[config.mk]
export PLATFORM = sky130hd
export DESIGN_NAME = rst_seq_timestamp_gen
export DESIGN_NICKNAME = d
export VERILOG_FILES = /design/src/rtl/rst_seq_timestamp_gen_pkg.sv /design/src/rtl/rst_seq_timestamp_gen_ts_counter.sv /design/src/rtl/rst_seq_timestamp_gen.sv
export SDC_FILE = /design/constraint.sdc
export NUM_CORES = 1
export LEC_CHECK = 0
export BUFFER_PORTS_ARGS = -buffer_cell sky130_fd_sc_hd__buf_2
export CAP_MARGIN = 5
export CORE_UTILIZATION = 53
export DETAILED_ROUTE_END_ITERATION = 12
export PLACE_DENSITY = 0.8
export SYNTH_ARGS = -nofsm -noshare
export SYNTH_HDL_FRONTEND = slang
export SYNTH_SLANG_ARGS = --single-unit
export TNS_END_PERCENT = 30
[constraint.sdc]
create_clock -name clk -period 1.9 [get_ports clk]
set_input_delay 0.285 -clock clk [delete_from_list [all_inputs] [get_ports clk]]
set_output_delay 0.285 -clock clk [all_outputs]
set_load 0.05 [all_outputs]
[src/rtl/rst_seq_timestamp_gen_pkg.sv]
// ============================================================================
// Module   : rst_seq_timestamp_gen_pkg
// Brief    : Shared state encodings and default constants for the reset
//            sequencer / timestamp generator (optional macro RST_TS_ADJ_EN).
// Revision : 1.0 - initial release
// ============================================================================
`default_nettype none

package rst_seq_timestamp_gen_pkg;

    typedef enum logic [1:0] {
        ST_INIT_WAIT = 2'd0,
        ST_RELEASE   = 2'd1,
        ST_DONE      = 2'd2
    } seq_state_t;

    localparam int c_DEF_CH_NUM    = 6;
    localparam int c_DEF_TS_WIDTH  = 32;
    localparam int c_DEF_TS_STEP   = 8;
    localparam int c_DEF_DLY_WIDTH = 10;
    localparam int c_DEF_INIT_DLY  = 75;
    localparam int c_DEF_STAGE_DLY = 75;

    // Width of the signed timestamp adjustment before saturation
    localparam int c_ADJ_W = 8;

endpackage

`default_nettype wire

[src/rtl/rst_seq_timestamp_gen_ts_counter.sv]
// ============================================================================
// Module   : rst_seq_timestamp_gen_ts_counter
// Brief    : Loadable free-running timestamp with carry-out pulse; optional
//            saturated step adjustment when RST_TS_ADJ_EN is defined.
// Revision : 1.0 - initial release
// ============================================================================
`default_nettype none

module rst_seq_timestamp_gen_ts_counter
    import rst_seq_timestamp_gen_pkg::*;
#(
    parameter int TS_WIDTH = c_DEF_TS_WIDTH,
    parameter int TS_STEP  = c_DEF_TS_STEP
) (
    input  logic                      clk,
    input  logic                      rst,
    input  logic                      ts_run,
    input  logic                      ts_load_valid,
    input  logic [TS_WIDTH-1:0]       ts_load_value,
`ifdef RST_TS_ADJ_EN
    input  logic                      ts_adj_valid,
    input  logic signed [c_ADJ_W-1:0] ts_adj_value,
`endif
    output logic [TS_WIDTH-1:0]       ts_value,
    output logic                      ts_wrap
);

    // Two guard bits: the adjusted step may exceed TS_WIDTH bits
    localparam int c_SW = TS_WIDTH + 2;
    localparam logic [c_SW-1:0] c_STEP = c_SW'(TS_STEP);

    logic [TS_WIDTH-1:0] r_ts;
    logic                r_wrap;
    logic [c_SW-1:0]     w_step;
    logic [c_SW-1:0]     w_sum;

`ifdef RST_TS_ADJ_EN
    localparam logic signed [c_SW-1:0] c_LIM = c_SW'(TS_STEP - 1);

    logic signed [c_SW-1:0] w_adj_ext;
    logic signed [c_SW-1:0] w_adj_sat;

    always_comb begin
        w_adj_ext = {{(c_SW - c_ADJ_W){ts_adj_value[c_ADJ_W-1]}}, ts_adj_value};
        w_adj_sat = w_adj_ext;
        if (w_adj_ext > c_LIM) begin
            w_adj_sat = c_LIM;
        end else if (w_adj_ext < -c_LIM) begin
            w_adj_sat = -c_LIM;
        end
        w_step = c_STEP;
        if (ts_adj_valid) begin
            w_step = c_STEP + $unsigned(w_adj_sat);
        end
    end
`else
    assign w_step = c_STEP;
`endif

    assign w_sum = {2'b00, r_ts} + w_step;

    always_ff @(posedge clk or posedge rst) begin
        if (rst) begin
            r_ts   <= '0;
            r_wrap <= 1'b0;
        end else if (ts_load_valid) begin
            r_ts   <= ts_load_value;
            r_wrap <= 1'b0;
        end else if (ts_run) begin
            r_ts   <= w_sum[TS_WIDTH-1:0];
            r_wrap <= |w_sum[c_SW-1:TS_WIDTH];
        end else begin
            r_wrap <= 1'b0;
        end
    end

    assign ts_value = r_ts;
    assign ts_wrap  = r_wrap;

endmodule

`default_nettype wire

[src/rtl/rst_seq_timestamp_gen.sv]
// ============================================================================
// Module   : rst_seq_timestamp_gen
// Brief    : Staggered per-channel reset release with soft re-sequence, plus
//            common timestamp (step adjustment via macro RST_TS_ADJ_EN).
// Revision : 1.0 - initial release
// ============================================================================
`default_nettype none

module rst_seq_timestamp_gen
    import rst_seq_timestamp_gen_pkg::*;
#(
    parameter int CH_NUM    = c_DEF_CH_NUM,
    parameter int TS_WIDTH  = c_DEF_TS_WIDTH,
    parameter int TS_STEP   = c_DEF_TS_STEP,
    parameter int DLY_WIDTH = c_DEF_DLY_WIDTH,
    parameter int INIT_DLY  = c_DEF_INIT_DLY,
    parameter int STAGE_DLY = c_DEF_STAGE_DLY
) (
    input  logic                      clk,
    input  logic                      rst,
    input  logic                      soft_rst_req,
    input  logic                      ts_run,
    input  logic                      ts_load_valid,
    input  logic [TS_WIDTH-1:0]       ts_load_value,
`ifdef RST_TS_ADJ_EN
    input  logic                      ts_adj_valid,
    input  logic signed [c_ADJ_W-1:0] ts_adj_value,
`endif
    output logic [CH_NUM-1:0]         ch_rst_n,
    output logic                      all_rdy,
    output logic                      seq_busy,
    output logic [TS_WIDTH-1:0]       ts_value,
    output logic                      ts_wrap
);

    localparam int c_IDX_W = (CH_NUM > 1) ? $clog2(CH_NUM) : 1;
    localparam logic [c_IDX_W-1:0]   c_LAST_IDX   = c_IDX_W'(CH_NUM - 1);
    localparam logic [c_IDX_W-1:0]   c_FIRST_STG  = c_IDX_W'(1);
    localparam logic [DLY_WIDTH-1:0] c_INIT_LAST  = DLY_WIDTH'(INIT_DLY - 1);
    localparam logic [DLY_WIDTH-1:0] c_STAGE_LAST = DLY_WIDTH'(STAGE_DLY - 1);
    localparam logic                 c_SINGLE     = (CH_NUM == 1);

    seq_state_t           r_state,    w_state_nxt;
    logic [DLY_WIDTH-1:0] r_cnt,      w_cnt_nxt;
    logic [c_IDX_W-1:0]   r_idx,      w_idx_nxt;
    logic [CH_NUM-1:0]    r_ch_rst_n, w_ch_nxt;
    logic                 r_all_rdy,  w_rdy_nxt;
    logic                 r_seq_busy, w_busy_nxt;

    always_ff @(posedge clk or posedge rst) begin
        if (rst) begin
            r_state    <= ST_INIT_WAIT;
            r_cnt      <= '0;
            r_idx      <= '0;
            r_ch_rst_n <= '0;
            r_all_rdy  <= 1'b0;
            r_seq_busy <= 1'b1;
        end else begin
            r_state    <= w_state_nxt;
            r_cnt      <= w_cnt_nxt;
            r_idx      <= w_idx_nxt;
            r_ch_rst_n <= w_ch_nxt;
            r_all_rdy  <= w_rdy_nxt;
            r_seq_busy <= w_busy_nxt;
        end
    end

    // Released bits are only ever set here; clearing happens only on soft reset
    always_comb begin
        w_state_nxt = r_state;
        w_cnt_nxt   = r_cnt + 1'b1;
        w_idx_nxt   = r_idx;
        w_ch_nxt    = r_ch_rst_n;
        w_rdy_nxt   = r_all_rdy;
        w_busy_nxt  = r_seq_busy;
        if (soft_rst_req) begin
            w_state_nxt = ST_INIT_WAIT;
            w_cnt_nxt   = '0;
            w_idx_nxt   = '0;
            w_ch_nxt    = '0;
            w_rdy_nxt   = 1'b0;
            w_busy_nxt  = 1'b1;
        end else begin
            case (r_state)
                ST_INIT_WAIT: begin
                    if (r_cnt == c_INIT_LAST) begin
                        w_cnt_nxt   = '0;
                        w_ch_nxt[0] = 1'b1;
                        w_idx_nxt   = c_FIRST_STG;
                        if (c_SINGLE) begin
                            w_state_nxt = ST_DONE;
                            w_rdy_nxt   = 1'b1;
                            w_busy_nxt  = 1'b0;
                        end else begin
                            w_state_nxt = ST_RELEASE;
                        end
                    end
                end
                ST_RELEASE: begin
                    if (r_cnt == c_STAGE_LAST) begin
                        w_cnt_nxt       = '0;
                        w_ch_nxt[r_idx] = 1'b1;
                        if (r_idx == c_LAST_IDX) begin
                            w_state_nxt = ST_DONE;
                            w_rdy_nxt   = 1'b1;
                            w_busy_nxt  = 1'b0;
                        end else begin
                            w_idx_nxt = r_idx + 1'b1;
                        end
                    end
                end
                ST_DONE: begin
                    w_cnt_nxt = r_cnt;
                end
                default: begin
                    w_state_nxt = ST_INIT_WAIT;
                    w_cnt_nxt   = '0;
                end
            endcase
        end
    end

    assign ch_rst_n = r_ch_rst_n;
    assign all_rdy  = r_all_rdy;
    assign seq_busy = r_seq_busy;

    rst_seq_timestamp_gen_ts_counter #(
        .TS_WIDTH (TS_WIDTH),
        .TS_STEP  (TS_STEP)
    ) u_ts_counter (
        .clk           (clk),
        .rst           (rst),
        .ts_run        (ts_run),
        .ts_load_valid (ts_load_valid),
        .ts_load_value (ts_load_value),
`ifdef RST_TS_ADJ_EN
        .ts_adj_valid  (ts_adj_valid),
        .ts_adj_value  (ts_adj_value),
`endif
        .ts_value      (ts_value),
        .ts_wrap       (ts_wrap)
    );

endmodule

`default_nettype wire

==> impl_metrics.ini <==
[placed_design]
io_buffers = 77
final_estimated_routing_congestion_in_global_placement = 0.7982
detailedPlace.worstSlack_ns = 0.07981
half_perimeter_wire_length_after_placement_mm = 5.003

[synth]
postSynthRegisterBits = 56
synth_seq_area_share_pct = 46.63
synth.avg_cell_area_um2 = 9.400
yosys.area.top_type = sky130_fd_sc_hd__dfrtp_1
yosys_warning_count = 0
yosys_most_used_dff = sky130_fd_sc_hd__dfrtp_1
netlist_top_cells_count = sky130_fd_sc_hd__dfrtp_1 (55), sky130_fd_sc_hd__nor2_1 (33), sky130_fd_sc_hd__nand2_1 (32), sky130_fd_sc_hd__o21ai_0 (22), sky130_fd_sc_hd__nand3_1 (16)
synth-edff-count = 0
synthesis.instances = 320
synth_fp_nets = 362
most_repeated_cell_in_the_gate_level_netlist_after_synthesis = sky130_fd_sc_hd__dfrtp_1
area_of_the_mapped_netlist_um2 = 3008
yosysUniqueCellTypes = 49
synth_largest_type_area_fraction_pct = 45.76
postSynth.asyncResetShare_pct = 100.0
post_synth_main_area_contributors = sky130_fd_sc_hd__dfrtp_1 (46%), sky130_fd_sc_hd__nor2_1 (4.1%), sky130_fd_sc_hd__xor2_1 (4.1%)

[global_route]
grt_first_pass_wirelength_mm = 11.69
grt_use_total_pct = 24.22
largest_net_degree_at_the_start_of_global_routing = 41
grt_pass1_vias = 2535
antenna_violations_before_repair = 0
globalRoute.totalOverflow = 0

[critical_path]
timing.rr.end = seq_busy
cp_slowest_cell = sky130_fd_sc_hd__or4_4
crit_path_max_fo = 4
cells_along_the_critical_path = inv_1 -> ha_1 -> nand4bb_1 -> or4_4 -> or2_1 -> a21o_1
r2r_setup_slack_ns = 0.09
worstSetupEndpointType = register
rr_worst_depth = 6
timing.critical_path.from_type = register
reg2reg_from = r_cnt[0]
critPathArrivalTime_ns = 2.07
required_time_at_the_endpoint_of_the_critical_path_ns = 2.15
critPathMaxStageDelay_ns = 0.51
start_to_end_type_of_the_worst_setup_path = reg -> reg

[final_layout]
layout-drive-gt1-share_pct = 30.67
antenna_cells_inserted = 0
synth_to_final_area_change_pct = 20.13
finalNetCount = 442

[route]
drtIter0Drc = 277
postRouteAntennaNets = 0
wire_per_inst_um = 14.42
drt_drc_violations_left = 0
route.detailed.vias_per_inst = 5.818
route.final.wire_length_mm = 6.821
routed-via-count = 2752
detailedRoute.firstPassIterationCount = 4

[sta]
finalSetupTns_ns = 0
period_minus_slack_ns = 1.814
setup_violations = 0
worst_slew_pin_slew_ns = 0.3941
max-slew-margin-rel_pct = 73.69
finalMaxSlewViolations = 0
hold_viol_final = 0
fin_crit_sh_pct = 95.46
clock_skew_ns = 0.008536
min_setup_slack_post_route_ns = 0.08620
achievable-frequency_mhz = 551.3
unrepaired_setup_endpoints_after_global_routing = false

[cts]
tritoncts = yes
cts_root_buf = sky130_fd_sc_hd__clkbuf_8
clock_latency_ns = 0.31
clock_sink_count = 56
clkSlewWorstSetupHoldPaths_ns = 0.11
cts_htree_levels = 2
cts_inserted_buffers = 5
clock_tree.buffer_depth = 2

[hold_path]
worstHoldPathCells = 3
holdPathEnd = u_ts_counter.ts_value[8]
hold_path.startpoint = ts_load_value[8]
hold_path.class = in -> reg

[floorplan]
start_util_pct = 54.96
placementRows = 27
design.portCount = 78
placeableCoreArea_um2 = 5473
die_outline_area_um2 = 5981
die_y_um = 77.34
fp.dieW_um = 77.34

[pwr]
static-leakage-power_nw = 1.586
power.density_nw_per_um2 = 720.0
max_rail_drop_vdd_uv = 401.1

[status]
status = completed

[run]
cap_violations = 0
==> cell type report <==
| cell class | instances | area [µm²] |
|---|---|---|
| Tap cell | 72 | 90.09 |
| Clock inverter | 3 | 23.77 |
| Timing Repair Buffer | 90 | 498.0 |
| Fill cell | 473 | 1859 |
| Inverter | 7 | 26.28 |
| Clock buffer | 5 | 68.82 |
| Multi-Input combinational cell | 240 | 1493 |
| Sequential cell | 56 | 1414 |
==> layer usage <==
layer / track usage, % / share of wire, %
met4: 6.415 / 1.3
met3: 5.529 / 5.9
met5: 0 / 0
met1: 33.33 / 47
met2: 38.50 / 46
==> cell usage in the layout, fill, tap and decap left out, drive strengths merged, types with 3 or more instances in the layout <==
| cell | instances |
|---|---|
| a21oi | 8 |
| buf | 89 |
| and2 | 3 |
| ha | 5 |
| or4 | 6 |
| o31a | 4 |
| inv | 7 |
| a31oi | 15 |
| nor2 | 33 |
| nand3 | 17 |
| and4 | 5 |
| mux2 | 3 |
| nand2b | 3 |
| clkbuf | 5 |
| xnor2 | 7 |
| dfrtp | 55 |
| or3 | 8 |
| and3 | 7 |
| o31ai | 5 |
| nand4 | 16 |
| nor4 | 7 |
| nand2 | 32 |
| xor2 | 14 |
| o21ai | 22 |
==> power breakdown <==
group	internal, mW	switching [mW]	leakage [nW]
Clock	0.262	0.404	0.0404
Combinational	0.172	0.409	0.851
Sequential	1.27	0.0890	0.695
Total	1.70	0.903	1.59
==> critical path, delay by kind of cell (launching register included) <==
family,cells,cell delay [ns]
AND/OR/NAND/NOR,3,0.93
AO/OA/AOI/OAI,1,0.18
adder cells (fa/ha/maj),1,0.14
flip-flops,1,0.43
buffers and inverters,1,0.07
==> how the worst max path moves through the flow <==
stage / startpoint / end / slack, ns / cells past startpoint
floorplan: u_ts_counter.ts_value[3] / u_ts_counter.ts_value[21] / -0.009 / 6
global placement: r_cnt[0] / seq_busy / 0.13 / 6
detailed placement: r_cnt[0] / seq_busy / 0.08 / 6
CTS: r_cnt[0] / seq_busy / 0.04 / 6
global route: r_cnt[0] / r_state[1] / 0.008 / 6
finish: r_cnt[0] / seq_busy / 0.09 / 6
==> registers in the layout, indices dropped and copies added, names as in the netlist <==
register,flops
u_ts_counter.ts_value,32
r_cnt,10
ch_rst_n,6
r_idx,3
r_state,2
all_rdy,1
seq_busy,1
u_ts_counter.ts_wrap,1
==> per-stage QoR <==
step	util [%]	total power [mW]	area, µm²	std cells	hold WS (ns)
2_1_floorplan	-	1.776	3022	320	0.4049
3_3_place_gp	63.67	1.939	3485	462	0.2958
3_5_place_dp	63.67	1.950	3485	462	0.2939
4_1_cts	65.55	2.610	3587	471	0.1721
5_1_grt	66.03	2.719	3613	473	0.1801
6_report	66.03	2.602	3613	473	0.1759
==> kinds of logic after synthesis <==
logic type      count (synthesis)  share of synthesized area, %
simple gates                  145                         25.87
compound gates                 65                         13.64
flops                          56                         46.63
buf+inv                        24                         4.201
xor+xnor                       21                         6.115
fa+ha+maj                       5                         2.080
mux                             4                         1.456
==> timing repair <==
item | CTS | global route
endpoints found under the setup margin | 0 | 7
hold buffers | 1 | 0
gates resized for setup | 0 | 4
endpoints found under the hold margin | 16 | 0
buffers inserted | 0 | 2
Power figures use the tool's default switching activity.
